--- src/rtl/io_seq_pkg.sv ---
// Shared constants and helpers for the I/O load sequencer: FSM state codes,
// error codes, phase codes and the per-phase expected word count.
package io_seq_pkg;

  localparam logic [2:0] ST_IDLE  = 3'd0;
  localparam logic [2:0] ST_ISSUE = 3'd1;
  localparam logic [2:0] ST_WAIT  = 3'd2;
  localparam logic [2:0] ST_DONE  = 3'd3;
  localparam logic [2:0] ST_ERR   = 3'd4;

  localparam logic [1:0] ERR_NONE    = 2'd0;
  localparam logic [1:0] ERR_SHORT   = 2'd1;
  localparam logic [1:0] ERR_OVERRUN = 2'd2;
  localparam logic [1:0] ERR_TIMEOUT = 2'd3;

  localparam logic [1:0] PH_CNN  = 2'd0;
  localparam logic [1:0] PH_FC   = 2'd1;
  localparam logic [1:0] PH_IMG  = 2'd2;
  localparam logic [1:0] PH_NONE = 2'd3;

  function automatic int unsigned exp_words(input logic [1:0]  ph,
                                            input int unsigned cnn,
                                            input int unsigned fc,
                                            input int unsigned img);
    int unsigned w;
    case (ph)
      PH_CNN:  w = cnn;
      PH_FC:   w = fc;
      PH_IMG:  w = img;
      default: w = 0;
    endcase
    return w;
  endfunction

endpackage

--- src/rtl/io_load_sequencer_if.sv ---
// Handshake bundle between the load sequencer, the three loaders and the
// compute core. The sequencer uses the master modport.
interface io_load_sequencer_if #(
  parameter int CNT_W = 16
) ();
  logic             start;
  logic             load_cnn;
  logic             load_fc;
  logic             load_img;
  logic             finish_cnn;
  logic             finish_fc;
  logic             finish_img;
  logic             wr_strobe;
  logic             busy;
  logic             done;
  logic             error;
  logic [1:0]       err_code;
  logic [1:0]       phase;
  logic [CNT_W-1:0] word_cnt;

  modport master (
    input  start, finish_cnn, finish_fc, finish_img, wr_strobe,
    output load_cnn, load_fc, load_img, busy, done, error, err_code, phase, word_cnt
  );

  modport slave (
    output start, finish_cnn, finish_fc, finish_img, wr_strobe,
    input  load_cnn, load_fc, load_img, busy, done, error, err_code, phase, word_cnt
  );
endinterface

--- src/rtl/io_seq_watchdog.sv ---
// Per-phase inactivity watchdog: counts while enabled, clears on request,
// flags expiry at TIMEOUT_CYC-1. Only instantiated under IO_SEQ_WATCHDOG_EN.
module io_seq_watchdog #(
  parameter int TIMEOUT_CYC = 1000000,
  parameter int TO_W        = 20
) (
  input  logic clk,
  input  logic rst_n,
  input  logic clr_i,
  input  logic en_i,
  output logic expired_o
);

  localparam logic [TO_W-1:0] LIM = TO_W'(TIMEOUT_CYC - 1);

  logic [TO_W-1:0] cnt_q, cnt_d;

  always_comb begin
    cnt_d = cnt_q;
    if (clr_i)
      cnt_d = '0;
    else if (en_i && (cnt_q != LIM))
      cnt_d = cnt_q + TO_W'(1);
  end

  // A strobe in the same cycle counts as activity and suppresses expiry.
  assign expired_o = en_i && !clr_i && (cnt_q == LIM);

  always_ff @(posedge clk) begin
    if (!rst_n)
      cnt_q <= '0;
    else
      cnt_q <= cnt_d;
  end

endmodule

--- src/rtl/io_load_sequencer.sv ---
// Load sequencer: runs CNN -> FC -> IMG load phases, checks word counts and
// reports done/error. Optional inactivity watchdog under IO_SEQ_WATCHDOG_EN.
module io_load_sequencer
  import io_seq_pkg::*;
#(
  parameter int CNN_WORDS   = 50704,
  parameter int FC_WORDS    = 11218,
  parameter int IMG_WORDS   = 1024,
  parameter int CNT_W       = 16,
  parameter int TIMEOUT_CYC = 1000000,
  parameter int TO_W        = 20
) (
  input  logic               clk,
  input  logic               rst_n,
  io_load_sequencer_if.master bus
);

  if ((CNN_WORDS > (2**CNT_W) - 1) || (FC_WORDS > (2**CNT_W) - 1) ||
      (IMG_WORDS > (2**CNT_W) - 1)) begin : g_bad_cnt_w
    $error("io_load_sequencer: a phase word count does not fit in CNT_W bits");
  end
  if ((TIMEOUT_CYC < 2) || (TIMEOUT_CYC - 1 > (2**TO_W) - 1)) begin : g_bad_to_w
    $error("io_load_sequencer: TIMEOUT_CYC out of range for TO_W");
  end

  logic [2:0]       st_q, st_d;
  logic [1:0]       ph_q, ph_d;
  logic [1:0]       err_q, err_d;
  logic [CNT_W-1:0] cnt_q, cnt_d;
  logic [2:0]       fin_prev_q;
  logic [2:0]       fin_now;
  logic             rise;
  logic [CNT_W-1:0] exp_w;
  logic [CNT_W:0]   eff;
  logic             wd_exp;
  logic             wd_clr;
  logic             wd_en;

  assign fin_now = {bus.finish_img, bus.finish_fc, bus.finish_cnn};
  assign exp_w   = CNT_W'(exp_words(ph_q, CNN_WORDS, FC_WORDS, IMG_WORDS));
  assign eff     = {1'b0, cnt_q} + {{CNT_W{1'b0}}, bus.wr_strobe};

  always_comb begin
    rise = 1'b0;
    case (ph_q)
      PH_CNN:  rise = fin_now[0] & ~fin_prev_q[0];
      PH_FC:   rise = fin_now[1] & ~fin_prev_q[1];
      PH_IMG:  rise = fin_now[2] & ~fin_prev_q[2];
      default: rise = 1'b0;
    endcase
  end

  assign wd_clr = (st_q == ST_ISSUE) || bus.wr_strobe;
  assign wd_en  = (st_q == ST_WAIT);

`ifdef IO_SEQ_WATCHDOG_EN
  io_seq_watchdog #(
    .TIMEOUT_CYC (TIMEOUT_CYC),
    .TO_W        (TO_W)
  ) u_watchdog (
    .clk       (clk),
    .rst_n     (rst_n),
    .clr_i     (wd_clr),
    .en_i      (wd_en),
    .expired_o (wd_exp)
  );
`else
  assign wd_exp = 1'b0 & wd_clr & wd_en;
`endif

  // Priority in WAIT: overrun, then finish evaluation, then timeout.
  always_comb begin
    st_d  = st_q;
    ph_d  = ph_q;
    err_d = err_q;
    cnt_d = cnt_q;
    case (st_q)
      ST_IDLE, ST_DONE, ST_ERR: begin
        if (bus.start) begin
          st_d  = ST_ISSUE;
          ph_d  = PH_CNN;
          err_d = ERR_NONE;
          cnt_d = '0;
        end
      end
      ST_ISSUE: st_d = ST_WAIT;
      ST_WAIT: begin
        if (bus.wr_strobe && (cnt_q == exp_w)) begin
          st_d  = ST_ERR;
          err_d = ERR_OVERRUN;
        end else if (rise) begin
          cnt_d = eff[CNT_W-1:0];
          if (eff == {1'b0, exp_w}) begin
            if (ph_q == PH_IMG) begin
              st_d = ST_DONE;
              ph_d = PH_NONE;
            end else begin
              st_d  = ST_ISSUE;
              ph_d  = ph_q + 2'd1;
              cnt_d = '0;
            end
          end else begin
            st_d  = ST_ERR;
            err_d = ERR_SHORT;
          end
        end else if (wd_exp) begin
          st_d  = ST_ERR;
          err_d = ERR_TIMEOUT;
        end else if (bus.wr_strobe) begin
          cnt_d = cnt_q + CNT_W'(1);
        end
      end
      default: st_d = ST_IDLE;
    endcase
  end

  // Finish levels are sampled every cycle, so entering ISSUE re-arms edge
  // detection and finish flags left high by an earlier run are ignored.
  always_ff @(posedge clk) begin
    if (!rst_n) begin
      st_q       <= ST_IDLE;
      ph_q       <= PH_NONE;
      err_q      <= ERR_NONE;
      cnt_q      <= '0;
      fin_prev_q <= '0;
    end else begin
      st_q       <= st_d;
      ph_q       <= ph_d;
      err_q      <= err_d;
      cnt_q      <= cnt_d;
      fin_prev_q <= fin_now;
    end
  end

  assign bus.load_cnn = (st_q == ST_ISSUE) && (ph_q == PH_CNN);
  assign bus.load_fc  = (st_q == ST_ISSUE) && (ph_q == PH_FC);
  assign bus.load_img = (st_q == ST_ISSUE) && (ph_q == PH_IMG);
  assign bus.busy     = (st_q == ST_ISSUE) || (st_q == ST_WAIT);
  assign bus.done     = (st_q == ST_DONE);
  assign bus.error    = (st_q == ST_ERR);
  assign bus.err_code = err_q;
  assign bus.phase    = ph_q;
  assign bus.word_cnt = cnt_q;

endmodule

--- src/flat_wrapper.sv ---
// flat-port wrapper written by rule: the top's interface ports become plain ports
module io_load_sequencer_flat import io_seq_pkg::*;
#(
  parameter int CNN_WORDS   = 50704,
  parameter int FC_WORDS    = 11218,
  parameter int IMG_WORDS   = 1024,
  parameter int CNT_W       = 16,
  parameter int TIMEOUT_CYC = 1000000,
  parameter int TO_W        = 20
)
  (clk, rst_n, bus_start, bus_finish_cnn, bus_finish_fc, bus_finish_img, bus_wr_strobe, bus_load_cnn, bus_load_fc, bus_load_img, bus_busy, bus_done, bus_error, bus_err_code, bus_phase, bus_word_cnt);
  io_load_sequencer_if #(.CNT_W(CNT_W)) bus_i ();
  input  logic clk;
  input  logic rst_n;
  input wire logic [$bits(bus_i.start)-1:0] bus_start;
  input wire logic [$bits(bus_i.finish_cnn)-1:0] bus_finish_cnn;
  input wire logic [$bits(bus_i.finish_fc)-1:0] bus_finish_fc;
  input wire logic [$bits(bus_i.finish_img)-1:0] bus_finish_img;
  input wire logic [$bits(bus_i.wr_strobe)-1:0] bus_wr_strobe;
  output wire logic [$bits(bus_i.load_cnn)-1:0] bus_load_cnn;
  output wire logic [$bits(bus_i.load_fc)-1:0] bus_load_fc;
  output wire logic [$bits(bus_i.load_img)-1:0] bus_load_img;
  output wire logic [$bits(bus_i.busy)-1:0] bus_busy;
  output wire logic [$bits(bus_i.done)-1:0] bus_done;
  output wire logic [$bits(bus_i.error)-1:0] bus_error;
  output wire logic [$bits(bus_i.err_code)-1:0] bus_err_code;
  output wire logic [$bits(bus_i.phase)-1:0] bus_phase;
  output wire logic [$bits(bus_i.word_cnt)-1:0] bus_word_cnt;
  assign bus_i.start = bus_start;
  assign bus_i.finish_cnn = bus_finish_cnn;
  assign bus_i.finish_fc = bus_finish_fc;
  assign bus_i.finish_img = bus_finish_img;
  assign bus_i.wr_strobe = bus_wr_strobe;
  assign bus_load_cnn = bus_i.load_cnn;
  assign bus_load_fc = bus_i.load_fc;
  assign bus_load_img = bus_i.load_img;
  assign bus_busy = bus_i.busy;
  assign bus_done = bus_i.done;
  assign bus_error = bus_i.error;
  assign bus_err_code = bus_i.err_code;
  assign bus_phase = bus_i.phase;
  assign bus_word_cnt = bus_i.word_cnt;
  io_load_sequencer #(.CNN_WORDS(CNN_WORDS), .FC_WORDS(FC_WORDS), .IMG_WORDS(IMG_WORDS), .CNT_W(CNT_W), .TIMEOUT_CYC(TIMEOUT_CYC), .TO_W(TO_W)) u_core (.clk(clk), .rst_n(rst_n), .bus(bus_i));
endmodule
--- config.mk ---
export PLATFORM = sky130hd
export DESIGN_NAME = io_load_sequencer_flat
export DESIGN_NICKNAME = d
export VERILOG_FILES = /design/src/rtl/io_seq_pkg.sv /design/src/rtl/io_load_sequencer_if.sv /design/src/rtl/io_seq_watchdog.sv /design/src/rtl/io_load_sequencer.sv /design/src/flat_wrapper.sv
export SDC_FILE = /design/constraint.sdc
export NUM_CORES = 1
export LEC_CHECK = 0
export CAP_MARGIN = 40
export CORE_MARGIN = 5
export CORE_UTILIZATION = 56
export DETAILED_ROUTE_END_ITERATION = 8
export PLACE_DENSITY = 0.81
export SYNTH_ARGS = -nofsm -noshare
export SYNTH_HDL_FRONTEND = slang
export SYNTH_SLANG_ARGS = --single-unit
--- constraint.sdc ---
create_clock -name clk -period 3.9 [get_ports clk]
set_input_delay 0.975 -clock clk [delete_from_list [all_inputs] [get_ports clk]]
set_output_delay 0.975 -clock clk [all_outputs]
set_load 0.03 [all_outputs]
[After elaboration in Yosys (flattened, before gate mapping)]
Index checks and enable logic that the tools add are counted.
Word-level totals
  bits of input ports: 7
  register bits after elaboration: 26
Cells by class
  add/subtract/negate cells: 3
  bitwise gates (word level): 6
  reduce and logical (&&, ||, !) cells: 13
  eq/ne operators: 15
  mux-type cells: 25
Operators with widths (count)
  $mux W16: 6
  $pmux W16 S3: 1
  $pmux W16 S2: 1
  $mux W2: 9
  $add A16 B1 Y17: 1
  $eq A17 B16 Y1: 1
  $add A16 B1 Y16 const B: 1
  $eq A16 B16 Y1: 1
  $mux W3: 4
  $pmux W3 S3: 1
  $pmux W2 S2: 2
  $reduce_and A4 Y1: 2
  $eq A3 B2 Y1 const B: 2
  $ne A2 B2 Y1 const B: 3
  $ne A3 B2 Y1 const B: 2
  $reduce_and A5 Y1: 1
  $logic_and A1 B1 Y1: 4
  $and A1 B1 Y1: 3
  $eq A3 B1 Y1 const B: 1
  $eq A3 B3 Y1 const B: 1
  $logic_not A3 Y1: 1
  $ne A3 B3 Y1 const B: 1
  $not A1 Y1: 3
  $pmux W1 S3: 1
  9 further kinds: 9

[Depth between registers and ports, before layout]
  word-level depth: 7
  mapped depth: 13
  mapped depth without buffers: 11

[Worst setup path after synthesis]
OpenSTA, ideal clock, no wires.
  path type: input to register
  start: input port bus_wr_strobe
  end: register u_core.cnt_q[4], in the netlist u_core.bus.word_cnt[4]
  data arrival time: 3.459 ns
  setup slack: 0.321 ns
  stages on the path: 11
  cells stage by stage: ha_1 ha_1 clkbuf_1 nand4_2 xnor2_1 or3_1 a2111oi_2 nand2_2 o211a_4 o211a_1 o31a_1
On the way
  word-level cells in the longest chain between the ends: 6
  elaborated cells on any way between the ends: 11
  classes of those cells: 1 x add/sub; 3 x eq/ne; 5 x mux; 2 x reduce/logical
RTL lines
  start, declared: line flat_wrapper.sv:19  | input wire logic [$bits(bus_i.wr_strobe)-1:0] bus_wr_strobe;
  $add A16 B1 Y17: line io_load_sequencer.sv:41  | assign eff = {1'b0, cnt_q} + {{CNT_W{1'b0}}, bus.wr_strobe};
  $eq A17 B16 Y1 or $mux W16 (tied branches): line io_load_sequencer.sv:93, io_load_sequencer.sv:94
  $mux W16: line io_load_sequencer.sv:93  | if (eff == {1'b0, exp_w}) begin
  $mux W16: line io_load_sequencer.sv:91  | end else if (rise) begin
  $mux W16: line io_load_sequencer.sv:88  | if (bus.wr_strobe && (cnt_q == exp_w)) begin
  $pmux W16 S2: line io_load_sequencer.sv:77  | case (st_q)
  end signal, assigned: line io_load_sequencer.sv:130  | cnt_q <= cnt_d;
  end, declared: line io_load_sequencer.sv:29  | logic [CNT_W-1:0] cnt_q, cnt_d;
Several ways; a longest one is shown, not always the timed one. The select of a mux whose other input is x is not followed.
A chain may end at the register's enable or synchronous reset.

[Worst setup path after layout]
Ends and elaborated chain as after synthesis.

==> flow_summary_export.csv <==
group,metric,value,unit
routing,dr.pass1.iters,7,
clocking,h-tree-depth,1,
routing,wl_per_cell,18.9,µm
clocking,postCtsHoldBufs,0,
synthesis,synth_nets,334,
finish,drive_gt1_share,13.8,%
synthesis,synth_cells,319,
critical_path,crit_arrival,3.89,ns
floorplan,initial_utilization,58.6,%
routing,ant_nets,0,
power_and_ir_drop,power,0.721,mW
hold_path,hp-class,"register to register",
placement,placed_area,2810,µm²
power_and_ir_drop,ir_worst_vdd,0.000226,V
global_route,grt_pass1_vias,2510,
clocking,cts_max_path_buffers,2,
placement,dp_cells,400,
placement,port_buffers,32,
critical_path,cp-end-kind,"register",
global_route,grt_pass1_wl,12500,µm
critical_path,reg2reg_depth,9,
synthesis,synthArstFlopShare,0,%
global_route,grt_max_degree,20,
timing,period_needed,3.70,ns
finish,syn_to_final_growth,21.6,%
floorplan,coreArea,4060,µm²
synthesis,ys_ff_latch,26,
routing,routed-via-count,2688,
timing,finalHoldViolCount,0,
run_status,violations,"DRC",
finish,final_area,2890,µm²
timing,skew,0.0118,ns
critical_path,r2r_end,"u_core.bus.word_cnt[4]$_SDFFE_PN0P_",
placement,hpwl,5490,µm
power_and_ir_drop,power.density,249,nW/µm²
timing,tns,0,ns
placement,place_ws,-0.136,ns
critical_path,crit_buf_inv,1,
critical_path,cp.required,4.09,ns
clocking,clk_pin_slew_worst_paths,0.11,ns
routing,drt_iter0_markers,408,
timing,slew_violations,0,
clocking,cts_sinks,26,
floorplan,dieArea,5650,µm²
critical_path,crit_fanout,6,
clocking,cts_tree,"yes",
critical_path,critPathLaunchType,"primary input",
timing,setup-violations-final,0,
global_route,grtUsageTotal,29.0,%
critical_path,reg2reg_from,"u_core.bus.word_cnt[7]$_SDFFE_PN0P_",
critical_path,slowest_delay,0.48,ns
clocking,cts_inserted_buffers,3,
critical_path,critPathTopFamily,"compound AO/OA/AOI/OAI gates",
hold_path,whs_endpoint,"u_core.bus.err_code[1]$_SDFFE_PN0P_",
finish,fin_cells,404,
synthesis,ys.flop_type,"dfxtp_1",
clocking,cts_setup_buffers,0,
clocking,cts-root-buf,"clkbuf_8",
critical_path,cp_cell_sequence,"clkdlybuf4s50_1 > ha_1 > nand3_2 > nor4_4 > xor2_1 > or3_1 > a2111oi_4 > nand2_2 > o211a_4 > o211a_1 > o31a_1",
placement,place_congestion,0.949,
hold_path,hold_depth,2,
timing,slew_headroom,63.9,%
timing,fmax,270,MHz
floorplan,die_h,75.2,µm
routing,vias_per_cell,6.65,
critical_path,slowest_stage,"clkdlybuf4s50_1",
synthesis,synth.avg_cell_area,7.45,µm²
timing,min_period_over_period,94.9,%
routing,drc,1,
floorplan,rows,23,
synthesis,yosysSeqAreaShare,21.9,%
routing,routed_wl,7630,µm
timing,tightest_slew,0.541,ns
finish,nets,370,
synthesis,yosys_warnings,0,
run_status,outcome,"finished, violations left",
synthesis,yosysUniqueCellTypes,63,
job,maxCapViolCount,0,
timing,fin_ws,0.200,ns
finish,diodes,0,
clocking,clk_latency,0.29,ns
clocking,post_cts_resized,0,
hold_path,hold_start,"u_core.bus.err_code[1]$_SDFFE_PN0P_",
critical_path,criticalPathCategory,"primary input to register",
global_route,antenna_found_initial,0,
power_and_ir_drop,p_leak,1.08,nW
floorplan,die_x,75.2,µm
synthesis,syn_area,2380,µm²
critical_path,r2r_slack,0.75,ns
floorplan,ios,33,
synthesis,synth_edf_count,0,
global_route,grt_remaining_overflow,0,
==> cell usage in the layout (no fill, tap or decap), types with 9 or more instances in the layout <==
master,n
dfxtp_1,26
nand2_1,37
nand4_1,10
a31oi_1,10
inv_1,9
a21oi_1,15
buf_4,25
nor2_1,30
nand3_1,9
clkdlybuf4s50_1,32
nor3_1,10
o21ai_0,18
==> tightest hold or removal path, stage by stage, from the launching register on <==
cell and delay (ns):
dfxtp_1 0.32, nand2_1 0.05, o22ai_1 0.07
==> per-layer routing <==
metal / track usage (%) / vias to the layer above / routed length, µm
met5: 0 / - / 0
met4: 14.8 / 0 / 287
met3: 5.87 / 31 / 780
met2: 42.8 / 185 / 3350
met1: 39.7 / 1221 / 3210
li1: - / 1251 / -
==> logic make-up (layout without fill, tap and decap cells) <==
family	after synthesis	count (layout)	share of synthesized area (%)
mux	4	4	1.68
compound gates	84	84	25.3
simple gates	149	149	35.0
flops	26	26	21.9
fa+ha+maj	8	8	4.21
buf+inv	36	71	7.53
xor+xnor	12	12	4.42
==> state kept, by name, summed over array words and instances, names as in the netlist <==
register and flops:
u_core.bus.err_code 2, u_core.bus.phase 2, u_core.bus.word_cnt 16, u_core.fin_prev_q 3
u_core.st_q 3
==> cell usage after synthesis (all sizes together) (9+ instances only) <==
| library cell | number | share of area (%) |
|---|---|---|
| nand4 | 12 | 3.7 |
| a21oi | 15 | 3.2 |
| clkbuf | 15 | 2.4 |
| nor2 | 31 | 5.0 |
| inv | 9 | 1.4 |
| buf | 11 | 3.6 |
| nand3 | 11 | 2.7 |
| nand2 | 38 | 6.1 |
| a31oi | 10 | 2.6 |
| dfxtp | 26 | 22 |
| nor3 | 10 | 2.1 |
| o21ai | 19 | 4.0 |
==> area by class of cell <==
class | count | area [µm²]
multi-input combinational | 257 | 1690
fill | 351 | 1170
tap | 50 | 62.6
clock inverter | 1 | 30.0
timing repair buffer | 57 | 508
sequential | 26 | 520
inverter | 10 | 37.5
clock buffer | 3 | 41.3
==> per-stage QoR <==
step	hold slack (ns)	utilization [%]
floorplan	0.493	-
global placement	0.469	69.0
detailed placement	0.470	69.2
CTS	0.484	70.9
global route	0.511	71.2
finish	0.485	71.2
==> worst max-delay path by stage <==
| stage | slack (ns) | startpoint | endpoint | cells after the start |
|---|---|---|---|---|
| floorplan | 0.32 | bus_wr_strobe | u_core.bus.word_cnt[4]$_SDFFE_PN0P_ | 11 |
| global placement | -0.08 | bus_wr_strobe | u_core.bus.word_cnt[4]$_SDFFE_PN0P_ | 11 |
| detailed placement | -0.14 | bus_wr_strobe | u_core.bus.word_cnt[4]$_SDFFE_PN0P_ | 11 |
| CTS | 0.17 | bus_wr_strobe | u_core.bus.word_cnt[4]$_SDFFE_PN0P_ | 11 |
| global route | -0.00006 | bus_wr_strobe | u_core.bus.word_cnt[11]$_SDFFE_PN0P_ | 12 |
| finish | 0.20 | bus_wr_strobe | u_core.bus.word_cnt[4]$_SDFFE_PN0P_ | 11 |
==> where the power goes <==
group | total [mW] | internal (mW) | switching (mW)
Clock | 0.239 | 0.138 | 0.101
Sequential | 0.283 | 0.272 | 0.0111
Combinational | 0.198 | 0.0793 | 0.119
(Power assumes the default switching activity.)
